**src/rtl/fpu_op_sequencer.sv**
```systemverilog
// Command sequencer between the CPU-side FPU interface and the add/sub, multiply and divide units.
// Dispatches one command at a time, bounds the wait for the unit, and holds the outcome until acknowledged.
module fpu_op_sequencer #(
    parameter int TIMEOUT_CYCLES = 256,
    parameter int DATA_W         = 32
) (
    input  logic              clk,
    input  logic              arst,
    input  logic              start,
    input  logic [3:0]        operation,
    input  logic              ack,
    output logic              busy,
    output logic              cmd_end,
    output logic [DATA_W-1:0] result,
    output logic [3:0]        last_op,
    output logic              err_illegal_op,
    output logic              err_timeout,
    output logic              addsub_start,
    output logic              addsub_sub,
    input  logic              addsub_done,
    input  logic [DATA_W-1:0] addsub_result,
    output logic              mul_start,
    output logic              mul_square,
    input  logic              mul_done,
    input  logic [DATA_W-1:0] mul_result,
    output logic              div_start,
    input  logic              div_done,
    input  logic [DATA_W-1:0] div_result
);

    localparam int TMR_W = $clog2(TIMEOUT_CYCLES);
    localparam logic [TMR_W-1:0] TMR_LAST = TMR_W'(TIMEOUT_CYCLES - 1);

    typedef enum logic [2:0] {
        S_IDLE     = 3'd0,
        S_DISPATCH = 3'd1,
        S_WAIT     = 3'd2,
        S_FINISH   = 3'd3,
        S_WAIT_ACK = 3'd4
    } state_t;

    state_t            state_q, state_d;
    logic              busy_q, busy_d;
    logic              cmd_end_q, cmd_end_d;
    logic [DATA_W-1:0] result_q, result_d;
    logic [3:0]        last_op_q, last_op_d;
    logic              err_ill_q, err_ill_d;
    logic              err_to_q, err_to_d;
    logic              addsub_start_q, addsub_start_d;
    logic              addsub_sub_q, addsub_sub_d;
    logic              mul_start_q, mul_start_d;
    logic              mul_square_q, mul_square_d;
    logic              div_start_q, div_start_d;
    logic [TMR_W-1:0]  timer_q, timer_d;
    logic              sel_done_s;
    logic [DATA_W-1:0] sel_result_s;

    // Route only the done/result of the unit owning the latched opcode.
    always_comb begin
        sel_done_s   = 1'b0;
        sel_result_s = '0;
        case (last_op_q)
            4'd0, 4'd1: begin
                sel_done_s   = addsub_done;
                sel_result_s = addsub_result;
            end
            4'd2, 4'd3: begin
                sel_done_s   = mul_done;
                sel_result_s = mul_result;
            end
            4'd4: begin
                sel_done_s   = div_done;
                sel_result_s = div_result;
            end
            default: begin
                sel_done_s   = 1'b0;
                sel_result_s = '0;
            end
        endcase
    end

    // Next-state and registered-output logic of the command FSM.
    always_comb begin
        state_d        = state_q;
        busy_d         = busy_q;
        cmd_end_d      = cmd_end_q;
        result_d       = result_q;
        last_op_d      = last_op_q;
        err_ill_d      = err_ill_q;
        err_to_d       = err_to_q;
        addsub_start_d = 1'b0;
        mul_start_d    = 1'b0;
        div_start_d    = 1'b0;
        addsub_sub_d   = addsub_sub_q;
        mul_square_d   = mul_square_q;
        timer_d        = timer_q;
        case (state_q)
            S_IDLE: begin
                if (start) begin
                    last_op_d    = operation;
                    err_ill_d    = 1'b0;
                    err_to_d     = 1'b0;
                    cmd_end_d    = 1'b0;
                    busy_d       = 1'b1;
                    state_d      = S_DISPATCH;
                    // Start pulses are registered here so they are high during DISPATCH.
                    addsub_start_d = (operation == 4'd0) || (operation == 4'd1);
                    mul_start_d    = (operation == 4'd2) || (operation == 4'd3);
                    div_start_d    = (operation == 4'd4);
                    addsub_sub_d   = (operation == 4'd1);
                    mul_square_d   = (operation == 4'd3);
                end else begin
                    state_d = S_IDLE;
                end
            end
            S_DISPATCH: begin
                timer_d = '0;
                if (last_op_q <= 4'd4) begin
                    state_d = S_WAIT;
                end else begin
                    err_ill_d = 1'b1;
                    result_d  = '0;
                    state_d   = S_FINISH;
                end
            end
            S_WAIT: begin
                if (sel_done_s) begin
                    result_d = sel_result_s;
                    state_d  = S_FINISH;
                end else if (timer_q == TMR_LAST) begin
                    err_to_d = 1'b1;
                    result_d = '0;
                    state_d  = S_FINISH;
                end else begin
                    timer_d = timer_q + TMR_W'(1);
                end
            end
            S_FINISH: begin
                cmd_end_d    = 1'b1;
                addsub_sub_d = 1'b0;
                mul_square_d = 1'b0;
                state_d      = S_WAIT_ACK;
            end
            S_WAIT_ACK: begin
                if (ack) begin
                    cmd_end_d = 1'b0;
                    busy_d    = 1'b0;
                    state_d   = S_IDLE;
                end else begin
                    state_d = S_WAIT_ACK;
                end
            end
            default: begin
                state_d   = S_IDLE;
                busy_d    = 1'b0;
                cmd_end_d = 1'b0;
            end
        endcase
    end

    // State and output registers.
    always_ff @(posedge clk or negedge arst) begin
        if (!arst) begin
            state_q        <= S_IDLE;
            busy_q         <= 1'b0;
            cmd_end_q      <= 1'b0;
            result_q       <= '0;
            last_op_q      <= 4'd0;
            err_ill_q      <= 1'b0;
            err_to_q       <= 1'b0;
            addsub_start_q <= 1'b0;
            addsub_sub_q   <= 1'b0;
            mul_start_q    <= 1'b0;
            mul_square_q   <= 1'b0;
            div_start_q    <= 1'b0;
            timer_q        <= '0;
        end else begin
            state_q        <= state_d;
            busy_q         <= busy_d;
            cmd_end_q      <= cmd_end_d;
            result_q       <= result_d;
            last_op_q      <= last_op_d;
            err_ill_q      <= err_ill_d;
            err_to_q       <= err_to_d;
            addsub_start_q <= addsub_start_d;
            addsub_sub_q   <= addsub_sub_d;
            mul_start_q    <= mul_start_d;
            mul_square_q   <= mul_square_d;
            div_start_q    <= div_start_d;
            timer_q        <= timer_d;
        end
    end

    assign busy           = busy_q;
    assign cmd_end        = cmd_end_q;
    assign result         = result_q;
    assign last_op        = last_op_q;
    assign err_illegal_op = err_ill_q;
    assign err_timeout    = err_to_q;
    assign addsub_start   = addsub_start_q;
    assign addsub_sub     = addsub_sub_q;
    assign mul_start      = mul_start_q;
    assign mul_square     = mul_square_q;
    assign div_start      = div_start_q;

endmodule

```
**config.mk**
```make
export PLATFORM = sky130hd
export DESIGN_NAME = fpu_op_sequencer
export DESIGN_NICKNAME = d
export VERILOG_FILES = /design/src/rtl/fpu_op_sequencer.sv
export SDC_FILE = /design/constraint.sdc
export NUM_CORES = 1
export LEC_CHECK = 0
export ABC_AREA = 1
export ABC_CLOCK_PERIOD_IN_PS = 3000
export CORE_MARGIN = 5
export CORE_UTILIZATION = 40
export CTS_BUF_LIST = sky130_fd_sc_hd__clkbuf_16
export DETAILED_ROUTE_END_ITERATION = 10
export PLACE_DENSITY_LB_ADDON = 0.25
export SYNTH_ARGS = -nofsm -noshare
export SYNTH_HDL_FRONTEND = slang
export SYNTH_SLANG_ARGS = --single-unit
```
**constraint.sdc**
```tcl
create_clock -name clk -period 3 [get_ports clk]
set_input_delay 0.3 -clock clk [delete_from_list [all_inputs] [get_ports clk]]
set_output_delay 0.3 -clock clk [all_outputs]
set_load 0.02 [all_outputs]
```
==> impl_results.md, run 1 <==
- Power Density: 864 nW/µm²
- Critical path's top delay family: compound AO/OA/AOI/OAI gates
- DR vias: 3408
- Final Cycle Share: 0.686
- Slew headroom: 0.312
- Wire per inst: 13.8 µm
- Number of synthesized register bits: 56
- Core Region: 7690 µm²
- Total CTS buffers: 5
- Worst endpoint required time: 3.23 ns
- ANT nets after route: 0
- Overall Global Routing Usage: 0.202
- Pleak: 0.00233 µW
- Vias in the first global route: 3361
- CP cell instances: ha_1, nand3_1, inv_1, nand2_1, nand2_1, o21ai_4, nand2_1, nand2_1
- Multi-input logic area: 1550 µm²
- Clk sinks: 56
- Int Pwr: 2280 µW
- Crit path time final: 2.06 ns
- Ant diodes: 0
- CP max-delay cell: o21ai_4
- Rows: 32
- Clock power frac: 0.136
- Max layer used: met4
- Fraction of the yosys area taken by sequential cells: 0.446
- Router iterations before antenna repair: 5
- Mapped Avg Cell Area: 7.08 µm²
- Chip height: 98.6 µm
- TritonCTS clock tree: yes
- WP depth: 8
- Critical Path End: result[27]$_DFFE_PN0P_
- Worst r2r path cells: 8
- Post-cts hold buffer count: 0
- Syn Inst Count: 444
- Antenna violations before repair: 0
- Synth async-reset ratio: 1.00
- Nets: 697
- Most frequent cells after synthesis: nand2_1, nand3_1, dfrtp_1
- Post-synthesis cell area: 3140 µm²
- Synthesis-to-layout area growth: 54.1%
- Sw frac: 0.457
- Worst min path class: input pin to async pin
- Filler Cell Count: 695
- CP startpoint: timer_q[0]$_DFFE_PN0P_
- Largest net degree at the start of global routing: 47
- Clock Path Buffers: 2
- IO buf count: 151
- Area share of the largest cell type after synthesis: 0.446
- Die Width: 98.6 µm
- Global placement routability congestion: 0.920
- CP peak stage delay: 0.67 ns
- Slew @ Worst Pin: 1.03 ns
- Reg clk slew, reported paths: 0.07 ns
- WL met2: 4810 µm
- FMAX: 0.486 GHz
- Outcome: finished, final reports clean
- First-pass GRT wire length: 16200 µm
- Post-CTS Resized: 0
- Library cells used by synthesis: 28
- Setup Total Neg Slack: 0 ns
- WL final: 9580 µm
- Most common cell in the netlist: nand2_1
- RR Endpoint: result[27]$_DFFE_PN0P_
- Critical Path AT: 2.29 ns
- Met3 Wirelength: 696 µm
- Root Driver: clkbuf_16
- Final slew viol count: 0
- Detailed placement HPWL: 7250 µm
- Boundary pin count: 152
- Clock Skew: 0.00662 ns
- Synth warn: 0
- Via density: 4.92
- CP Launch Type: register
- Flop pwr share: 0.291
- Maximum VDD drop: 0.000542 V
- GRT overflow: 0
- FF+latch area: 1400 µm²
- Cell repeated most along the worst path: nand2_1
- Post-synth top area cell: dfrtp_1
- Reg2reg start: timer_q[0]$_DFFE_PN0P_
- Critical path class: register to register
- Ys flop type: dfrtp_1
- WL met1: 3900 µm
- CTS H-tree lvls: 2
- DRC: 0
- R2R Setup Slk: 0.94 ns
- Psw: 1910 µW
- Max cap viols: 0
- Ratio of cells with drive above 1 in the final layout: 0.0525
- EDFF count, synth: 0
- Crit end category: register
- Final hold violation count: 0
- Initial core utilization: 0.409
- Placed Area: 4700 µm²
- Initial drt markers: 159
- WHS: 0.197 ns
- Post-route cell area: 4840 µm²
- Final setup fails: 0
- DIE AREA: 9730 µm²
- Postcts setup bufs: 0
- Synth Net Count: 552
- Worst-Skew Late Latency: 0.29 ns
- RSZ-0062 raised after global routing: no
- Critical-path maximum fanout: 32
- Synth top area cells: dfrtp_1, nand2_1, nand3_1
- Worst path bufs/invs: 1
- Comb pwr share: 0.573
[metal layers]
metal / global-route usage / up-vias
met1: 0.251 / 1580
met2: 0.348 / 105
met4: 0.0557 / 0
met3: 0.0495 / 12
li1: - / 1711
met5: 0 / -
[logic make-up (layout without fill, tap and decap cells)]
logic type      after synthesis  after routing  synth area share
compound gates               12             12            0.0247
xor+xnor                      1              1           0.00279
fa+ha+maj                     1              1           0.00398
buf+inv                      38            184            0.0625
flops                        56             56             0.446
simple gates                336            336             0.460
[power groups by stage]
stage	registers, µW	logic [µW]	clock network, µW
after floorplan	1510	1220	0
after detailed placement	1220	2450	0
after CTS	1220	2440	585
final	1220	2400	570
after global routing	1260	2670	614
after global placement	1220	2420	0
[how the worst min path moves through the flow]
stage                                   endpoint  depth (start not counted)
after detailed placement   result[6]$_DFFE_PN0P_                          2
after global routing      mul_square$_DFFE_PN0P_                          1
after floorplan           addsub_start$_DFF_PN0_                          0
after CTS                 addsub_sub$_DFFE_PN0P_                          1
final                        cmd_end$_DFFE_PN0P_                          1
after global placement    result[13]$_DFFE_PN0P_                          2
[registers in the layout, summed over array words and instances (netlist names)]
signal and cells:
addsub_sub 1, addsub_start 1, cmd_end 1, err_illegal_op 1, mul_start 1, err_timeout 1, result 32, busy 1
last_op 4, timer_q 8, mul_square 1, div_start 1, state_q 3
[layout make-up]
class | count | area share
clock buffers | 5 | 0.0258
clock inverters | 3 | 0.00362
inverters | 19 | 0.0158
multi-input cells | 350 | 0.319
flip-flops and latches | 56 | 0.289
well taps | 102 | 0.0263
repair buffers | 157 | 0.320
[metrics by stage]
| stage | setup WS, ns | total power, µW | instances | utilization |
|---|---|---|---|---|
| finish | 0.942 | 4190 | 692 | 0.630 |
| global route | 0.708 | 4540 | 692 | 0.630 |
| CTS | 0.919 | 4250 | 692 | 0.630 |
| detailed placement | 0.901 | 3670 | 684 | 0.612 |
| global placement | 1.02 | 3630 | 684 | 0.612 |
| floorplan | 1.48 | 2730 | 444 | - |
[cells in the final DEF (no fill, tap or decap), types with 2 or more instances in the layout]
cell,Yosys,layout
nand3_2,2,2
nand3_4,2,2
dfrtp_1,56,56
o21bai_1,2,2
o21ai_0,5,5
nor2_2,3,3
clkdlybuf4s50_1,0,150
a21oi_1,3,3
nand2_1,217,217
clkbuf_16,0,5
inv_4,2,2
buf_4,3,6
nand4_1,6,6
nor3_1,3,3
inv_1,14,14
nor2_1,20,20
inv_2,3,3
nand3_1,79,79
[worst register-to-register path: stages, from the launching register on]
cell,delay (ns)
dfrtp_1,0.41
ha_1,0.26
nand3_1,0.11
inv_1,0.07
nand2_1,0.11
nand2_1,0.12
o21ai_4,0.67
nand2_1,0.15
nand2_1,0.10
No activity file was read; power rests on OpenSTA's default activity.
==> run 2, diff against run 1 <==
--- a/config.mk
+++ b/config.mk
@@ -6,7 +6,7 @@
 export NUM_CORES = 1
 export LEC_CHECK = 0
 export ABC_AREA = 1
-export ABC_CLOCK_PERIOD_IN_PS = 3000
+export ABC_CLOCK_PERIOD_IN_PS = 1900
 export CORE_MARGIN = 5
 export CORE_UTILIZATION = 40
 export CTS_BUF_LIST = sky130_fd_sc_hd__clkbuf_16
==> constraint.sdc (replaced) <==
create_clock -name clk -period 1.9 [get_ports clk]
set_input_delay 0.19 -clock clk [delete_from_list [all_inputs] [get_ports clk]]
set_output_delay 0.19 -clock clk [all_outputs]
set_load 0.02 [all_outputs]
==> impl_results.md, run 2 (synthesis gave the netlist of run 1 again) <==
- Via density: 4.99 (was 4.92)
- Final non-filler cell total: 694 (was 692)
- TritonCTS clock tree: yes (unchanged)
- Clk sinks: 56 (unchanged)
- Synthesis-to-layout area growth: 56.4% (was 54.1%)
- Cell repeated most along the worst path: nand2_1 (unchanged)
- Most frequent cells in the layout: nand2_1, clkdlybuf4s50_1, nand3_1 (unchanged)
- Worst path bufs/invs: 2 (was 1)
- Rows: 32 (unchanged)
- Max reg flops: 32 (unchanged)
- Largest net degree at the start of global routing: 38 (was 47)
- Reg clk slew, reported paths: 0.07 ns (about the same)
- Crit end category: register (unchanged)
- Boundary pin count: 152 (unchanged)
- Critical Path AT: 1.93 ns (was 2.29 ns)
- GRT overflow: 0 (unchanged)
- Core Region: 7690 µm² (unchanged)
- CP max-delay cell: dfrtp_1 (was o21ai_4)
- Most common cell after layout, fill and taps aside: nand2_1 (unchanged)
- DR vias: 3465 (was 3408)
- Critical path class: register to register (unchanged)
- Pre-CTS setup slack: 0.212 ns (was 0.901 ns)
- Global placement routability congestion: 0.937 (was 0.920)
- Total CTS buffers: 5 (unchanged)
- WL final: 10100 µm (was 9580 µm)
- Final setup margin: 0.190 ns (was 0.942 ns)
- RSZ-0062 raised after global routing: no (unchanged)
- Vias in the first global route: 3611 (was 3361)
- DRC: 0 (unchanged)
- Setup Total Neg Slack: 0 ns (unchanged)
- Dpl cells: 686 (was 684)
- Overall Global Routing Usage: 0.213 (was 0.202)
- Die Width: 98.6 µm (unchanged)
- Post-cts hold buffer count: 1 (was 0)
- First-pass GRT wire length: 16900 µm (was 16200 µm)
- Power Density: 1390 nW/µm² (was 864 nW/µm²)
- Outcome: finished, final reports clean (unchanged)
- Initial drt markers: 149 (was 159)
- Wire per inst: 14.5 µm (was 13.8 µm)
- Worst-Skew Late Latency: 0.29 ns (about the same)
- Clock Path Buffers: 2 (unchanged)
- Antenna violations before repair: 0 (unchanged)
- FMAX: 0.585 GHz (was 0.486 GHz)
- Critical-path maximum fanout: 32 (unchanged)
- Router iterations before antenna repair: 4 (was 5)
- Initial core utilization: 0.409 (unchanged)
- Pleak: 0.00235 µW (was 0.00233 µW)
- CP Launch Type: register (unchanged)
- Ratio of cells with drive above 1 in the final layout: 0.0557 (was 0.0525)
- Clock Skew: 0.00921 ns (was 0.00662 ns)
- DIE AREA: 9730 µm² (unchanged)
- Util after Layout: 0.639 (was 0.630)
- Post-route cell area: 4910 µm² (was 4840 µm²)
- ANT nets after route: 0 (unchanged)
- Nets: 700 (was 697)
- Root Driver: clkbuf_16 (unchanged)
- Final slew viol count: 0 (unchanged)
- Post-CTS Resized: 0 (unchanged)
- Final setup fails: 0 (unchanged)
- Maximum VDD drop: 0.000854 V (was 0.000542 V)
- Critical path's top delay family: simple AND/OR/NAND/NOR gates (was compound AO/OA/AOI/OAI gates)
- Ant diodes: 0 (unchanged)
- CP cell instances: ha_1, nand3_1, inv_1, nand2_1, nand2_1, o21ai_4, buf_12, nand2_1, nand2_1 (was ha_1, nand3_1, inv_1, nand2_1, nand2_1, o21ai_4, nand2_1, nand2_1)
- Final hold violation count: 0 (unchanged)
- Slew @ Worst Pin: 0.503 ns (was 1.03 ns)
- Slew headroom: 0.664 (was 0.312)
- CP peak stage delay: 0.41 ns (was 0.67 ns)
- IO buf count: 151 (unchanged)
- Worst endpoint required time: 2.12 ns (was 3.23 ns)
- Postcts setup bufs: 0 (unchanged)
- Worst min path class: input pin to async pin (unchanged)
- Chip height: 98.6 µm (unchanged)
- Max cap viols: 0 (unchanged)
- CTS H-tree lvls: 2 (unchanged)
- Crit path time final: 1.71 ns (was 2.06 ns)
- Final Cycle Share: 0.900 (was 0.686)
- Placed Area: 4770 µm² (was 4700 µm²)
- Detailed placement HPWL: 7620 µm (was 7250 µm)
- Filler Cell Count: 675 (was 695)
-- run 2: cell types whose count changed in the layout (fill, tap and decap cells not counted) --
| cell | change |
|---|---|
| dlygate4sd3_1 | +1 |
| clkinvlp_4 | +1 |
| buf_12 | +4 |
| buf_4 | -2 |
| clkinv_1 | -1 |
| inv_6 | -1 |
-- run 2: worst register-to-register path: stages, from the launching register on --
cell and delay, ns:
dfrtp_1 0.41, ha_1 0.26, nand3_1 0.12, inv_1 0.07, nand2_1 0.12, nand2_1 0.13, o21ai_4 0.20, buf_12 0.20
nand2_1 0.07, nand2_1 0.07
-- run 2: final timing paths --
| path | startpoint | to | slack (ns) | depth (start not counted) |
|---|---|---|---|---|
| hold / removal | arst | busy$_DFFE_PN0P_ | 0.41 | 2 |
| max in group asynchronous | arst | result[3]$_DFFE_PN0P_ | 0.93 | 3 |
| min in group clk | result[11]$_DFFE_PN0P_ | result[11]$_DFFE_PN0P_ | 0.47 | 2 |
| hold reg to reg | result[11]$_DFFE_PN0P_ | result[11]$_DFFE_PN0P_ | 0.47 | 2 |
| setup reg to reg | timer_q[0]$_DFFE_PN0P_ | result[5]$_DFFE_PN0P_ | 0.19 | 9 |
| setup / recovery | timer_q[0]$_DFFE_PN0P_ | result[5]$_DFFE_PN0P_ | 0.19 | 9 |
-- run 2: per-layer routing --
| layer | track usage | vias up | wire, µm |
|---|---|---|---|
| met3 | 0.0545 | 14 | 728 |
| met1 | 0.256 | 1612 | 4030 |
| met4 | 0.0536 | 0 | 173 |
| met2 | 0.379 | 127 | 5130 |
| met5 | 0 | - | 0 |
| li1 | - | 1712 | - |
-- run 2: layout make-up --
cell class	instances	area, µm²	area share
clock buffers	5	125	0.0255
clock inverters	2	12.5	0.00255
inverters	19	76.3	0.0155
multi-input cells	350	1550	0.314
flip-flops and latches	56	1400	0.285
well taps	102	128	0.0260
repair buffers	160	1630	0.331
-- run 2: where the power goes --
part | switching [µW] | internal, µW | total [µW]
Combinational | 2390 | 1620 | 4020
Clock | 411 | 480 | 891
Sequential | 297 | 1630 | 1920
-- run 2: per-stage QoR --
step,power [µW],hold WS (ns)
5_1_grt,7370,0.465
3_5_place_dp,5990,0.179
2_1_floorplan,4320,-0.106
6_report,6830,0.409
4_1_cts,6910,0.427
3_3_place_gp,5920,0.178
==> run 3, diff against run 2 <==
--- a/config.mk
+++ b/config.mk
@@ -7,11 +7,12 @@
 export LEC_CHECK = 0
 export ABC_AREA = 1
 export ABC_CLOCK_PERIOD_IN_PS = 1900
-export CORE_MARGIN = 5
+export CORE_MARGIN = 2
 export CORE_UTILIZATION = 40
 export CTS_BUF_LIST = sky130_fd_sc_hd__clkbuf_16
 export DETAILED_ROUTE_END_ITERATION = 10
-export PLACE_DENSITY_LB_ADDON = 0.25
+export GPL_TIMING_DRIVEN = 0
+export PLACE_DENSITY_LB_ADDON = 0.2
 export SYNTH_ARGS = -nofsm -noshare
 export SYNTH_HDL_FRONTEND = slang
 export SYNTH_SLANG_ARGS = --single-unit
==> impl_results.md, run 3 (synthesis gave the netlist of run 1 again) <==
- Outcome: finished, final reports clean (unchanged)
- Critical path's top delay family: simple AND/OR/NAND/NOR gates (unchanged)
- DRC: 0 (unchanged)
- CP peak stage delay: 0.38 ns (was 0.41 ns)
- IO buf count: 151 (unchanged)
- Crit end category: register (unchanged)
- Total CTS buffers: 5 (unchanged)
- Vias in the first global route: 3348 (was 3611)
- Pre-CTS setup slack: 0.140 ns (was 0.212 ns)
- Sw frac: 0.458 (was 0.454)
- Final setup margin: 0.168 ns (was 0.190 ns)
- Overall Power: 6990 µW (was 6830 µW)
- Int Pwr: 3790 µW (was 3730 µW)
- ANT nets after route: 0 (unchanged)
- Slew headroom: 0.639 (was 0.664)
- Detailed placement HPWL: 7600 µm (was 7620 µm)
- Antenna violations before repair: 0 (unchanged)
- CP cell instances: inv_1, nor2_2, nand3_2, nand3_2, nand2_4, inv_4, buf_4, nand2_1, nand2_1 (was ha_1, nand3_1, inv_1, nand2_1, nand2_1, o21ai_4, buf_12, nand2_1, nand2_1)
- Global placement routability congestion: 0.905 (was 0.937)
- Power Density: 1410 nW/µm² (was 1390 nW/µm²)
- Final setup fails: 0 (unchanged)
- Filler Cell Count: 707 (was 675)
- Wire per inst: 14.1 µm (was 14.5 µm)
- Comb pwr share: 0.587 (was 0.588)
- Final Cycle Share: 0.912 (was 0.900)
- CP Launch Type: register (unchanged)
- Boundary pin count: 152 (unchanged)
- Rows: 32 (unchanged)
- Final hold violation count: 0 (unchanged)
- Flop pwr share: 0.276 (was 0.282)
- Ant diodes: 0 (unchanged)
- Placed Area: 4800 µm² (was 4770 µm²)
- CTS H-tree lvls: 2 (unchanged)
- Nets: 713 (was 700)
- Pleak: 0.00240 µW (was 0.00235 µW)
- FMAX: 0.577 GHz (was 0.585 GHz)
- First-pass GRT wire length: 15900 µm (was 16900 µm)
- Clk sinks: 56 (unchanged)
- DIE AREA: 8580 µm² (was 9730 µm²)
- Max reg flops: 32 (unchanged)
- Chip height: 92.6 µm (was 98.6 µm)
- Critical Path AT: 1.97 ns (was 1.93 ns)
- DR vias: 3512 (was 3465)
- Overall Global Routing Usage: 0.234 (was 0.213)
- Maximum VDD drop: 0.000816 V (was 0.000854 V)
- Worst-Skew Late Latency: 0.30 ns (was 0.29 ns)
- GRT overflow: 0 (unchanged)
- Via density: 4.96 (was 4.99)
- RSZ-0062 raised after global routing: no (unchanged)
- Root Driver: clkbuf_16 (unchanged)
- Ratio of cells with drive above 1 in the final layout: 0.0693 (was 0.0557)
- TritonCTS clock tree: yes (unchanged)
- Clock Skew: 0.00957 ns (was 0.00921 ns)
- Initial drt markers: 130 (was 149)
- Clock Path Buffers: 2 (unchanged)
- Slew @ Worst Pin: 0.542 ns (was 0.503 ns)
- Initial core utilization: 0.409 (unchanged)
- Worst path bufs/invs: 3 (was 2)
- Most frequent cells in the layout: nand2_1, clkdlybuf4s50_1, nand3_1 (unchanged)
- Largest net degree at the start of global routing: 36 (was 38)
- Worst min path class: input pin to async pin (unchanged)
- Psw: 3200 µW (was 3100 µW)
- WL final: 9980 µm (was 10100 µm)
- Router iterations before antenna repair: 5 (was 4)
- Final slew viol count: 0 (unchanged)
- CP max-delay cell: dfrtp_1 (unchanged)
- Clock power frac: 0.137 (was 0.130)
- Critical path class: register to register (unchanged)
- Max cap viols: 0 (unchanged)
- Critical-path maximum fanout: 10 (was 32)
- Most common cell after layout, fill and taps aside: nand2_1 (unchanged)
- Core Region: 7690 µm² (unchanged)
- Reg clk slew, reported paths: 0.08 ns (was 0.07 ns)
- Die Width: 92.6 µm (was 98.6 µm)
- Crit path time final: 1.73 ns (was 1.71 ns)
- Worst endpoint required time: 2.14 ns (was 2.12 ns)
- Post-route cell area: 4970 µm² (was 4910 µm²)
- Synthesis-to-layout area growth: 58.0% (was 56.4%)
## run 3: path summary, 6_finish.rpt
kind | from | endpoint | slack (ns) | cells after the start
worst max-delay path | last_op[2]$_DFFE_PN0P_ | result[18]$_DFFE_PN0P_ | 0.17 | 9
worst min-delay path | arst | timer_q[2]$_DFFE_PN0P_ | 0.40 | 2
worst max register to register | last_op[2]$_DFFE_PN0P_ | result[18]$_DFFE_PN0P_ | 0.17 | 9
worst min register to register | result[24]$_DFFE_PN0P_ | result[24]$_DFFE_PN0P_ | 0.47 | 2
max in group asynchronous | arst | result[6]$_DFFE_PN0P_ | 0.92 | 3
min in group clk | result[24]$_DFFE_PN0P_ | result[24]$_DFFE_PN0P_ | 0.47 | 2
## run 3: layout make-up
cell class / count / area (µm²) / share of cell area
Inverter: 19 / 76.3 / 0.0154
Timing Repair Buffer: 154 / 1540 / 0.311
Multi-Input combinational cell: 350 / 1550 / 0.312
Sequential cell: 56 / 1400 / 0.282
Tap cell: 102 / 128 / 0.0257
Clock inverter: 3 / 25.0 / 0.00504
Buffer: 19 / 120 / 0.0242
Clock buffer: 5 / 125 / 0.0252
## run 3: routing by layer
| metal | up-vias | GRT usage | wire, µm |
|---|---|---|---|
| met3 | 20 | 0.0553 | 717 |
| met4 | 0 | 0.0576 | 193 |
| met5 | - | 0 | 0 |
| li1 | 1747 | - | - |
| met2 | 131 | 0.415 | 5060 |
| met1 | 1614 | 0.286 | 4020 |
## run 3: through the flow
step / hold WS (ns) / util / setup TNS [ns] / instances
finish: 0.404 / 0.646 / 0 / 708
global route: 0.448 / 0.646 / 0 / 708
CTS: 0.428 / 0.645 / 0 / 707
detailed placement: 0.211 / 0.624 / 0 / 698
global placement: 0.453 / 0.622 / -64.85 / 697
floorplan: -0.106 / - / 0 / 444
## run 3: power groups by stage
stage,clock network (µW),logic [µW],registers (µW)
2_1_floorplan,0,1930,2390
3_3_place_gp,0,4020,1920
3_5_place_dp,0,4090,1940
4_1_cts,982,4110,1920
5_1_grt,1030,4490,1980
6_report,958,4100,1930
## run 3: repair_timing
action | 4_1_cts | 5_1_grt
hold endpoints to repair | 21 | 0
resized for setup | 0 | 1
hold buffers | 1 | 0
setup buffers | 0 | 1
endpoints found under the setup margin | 0 | 30
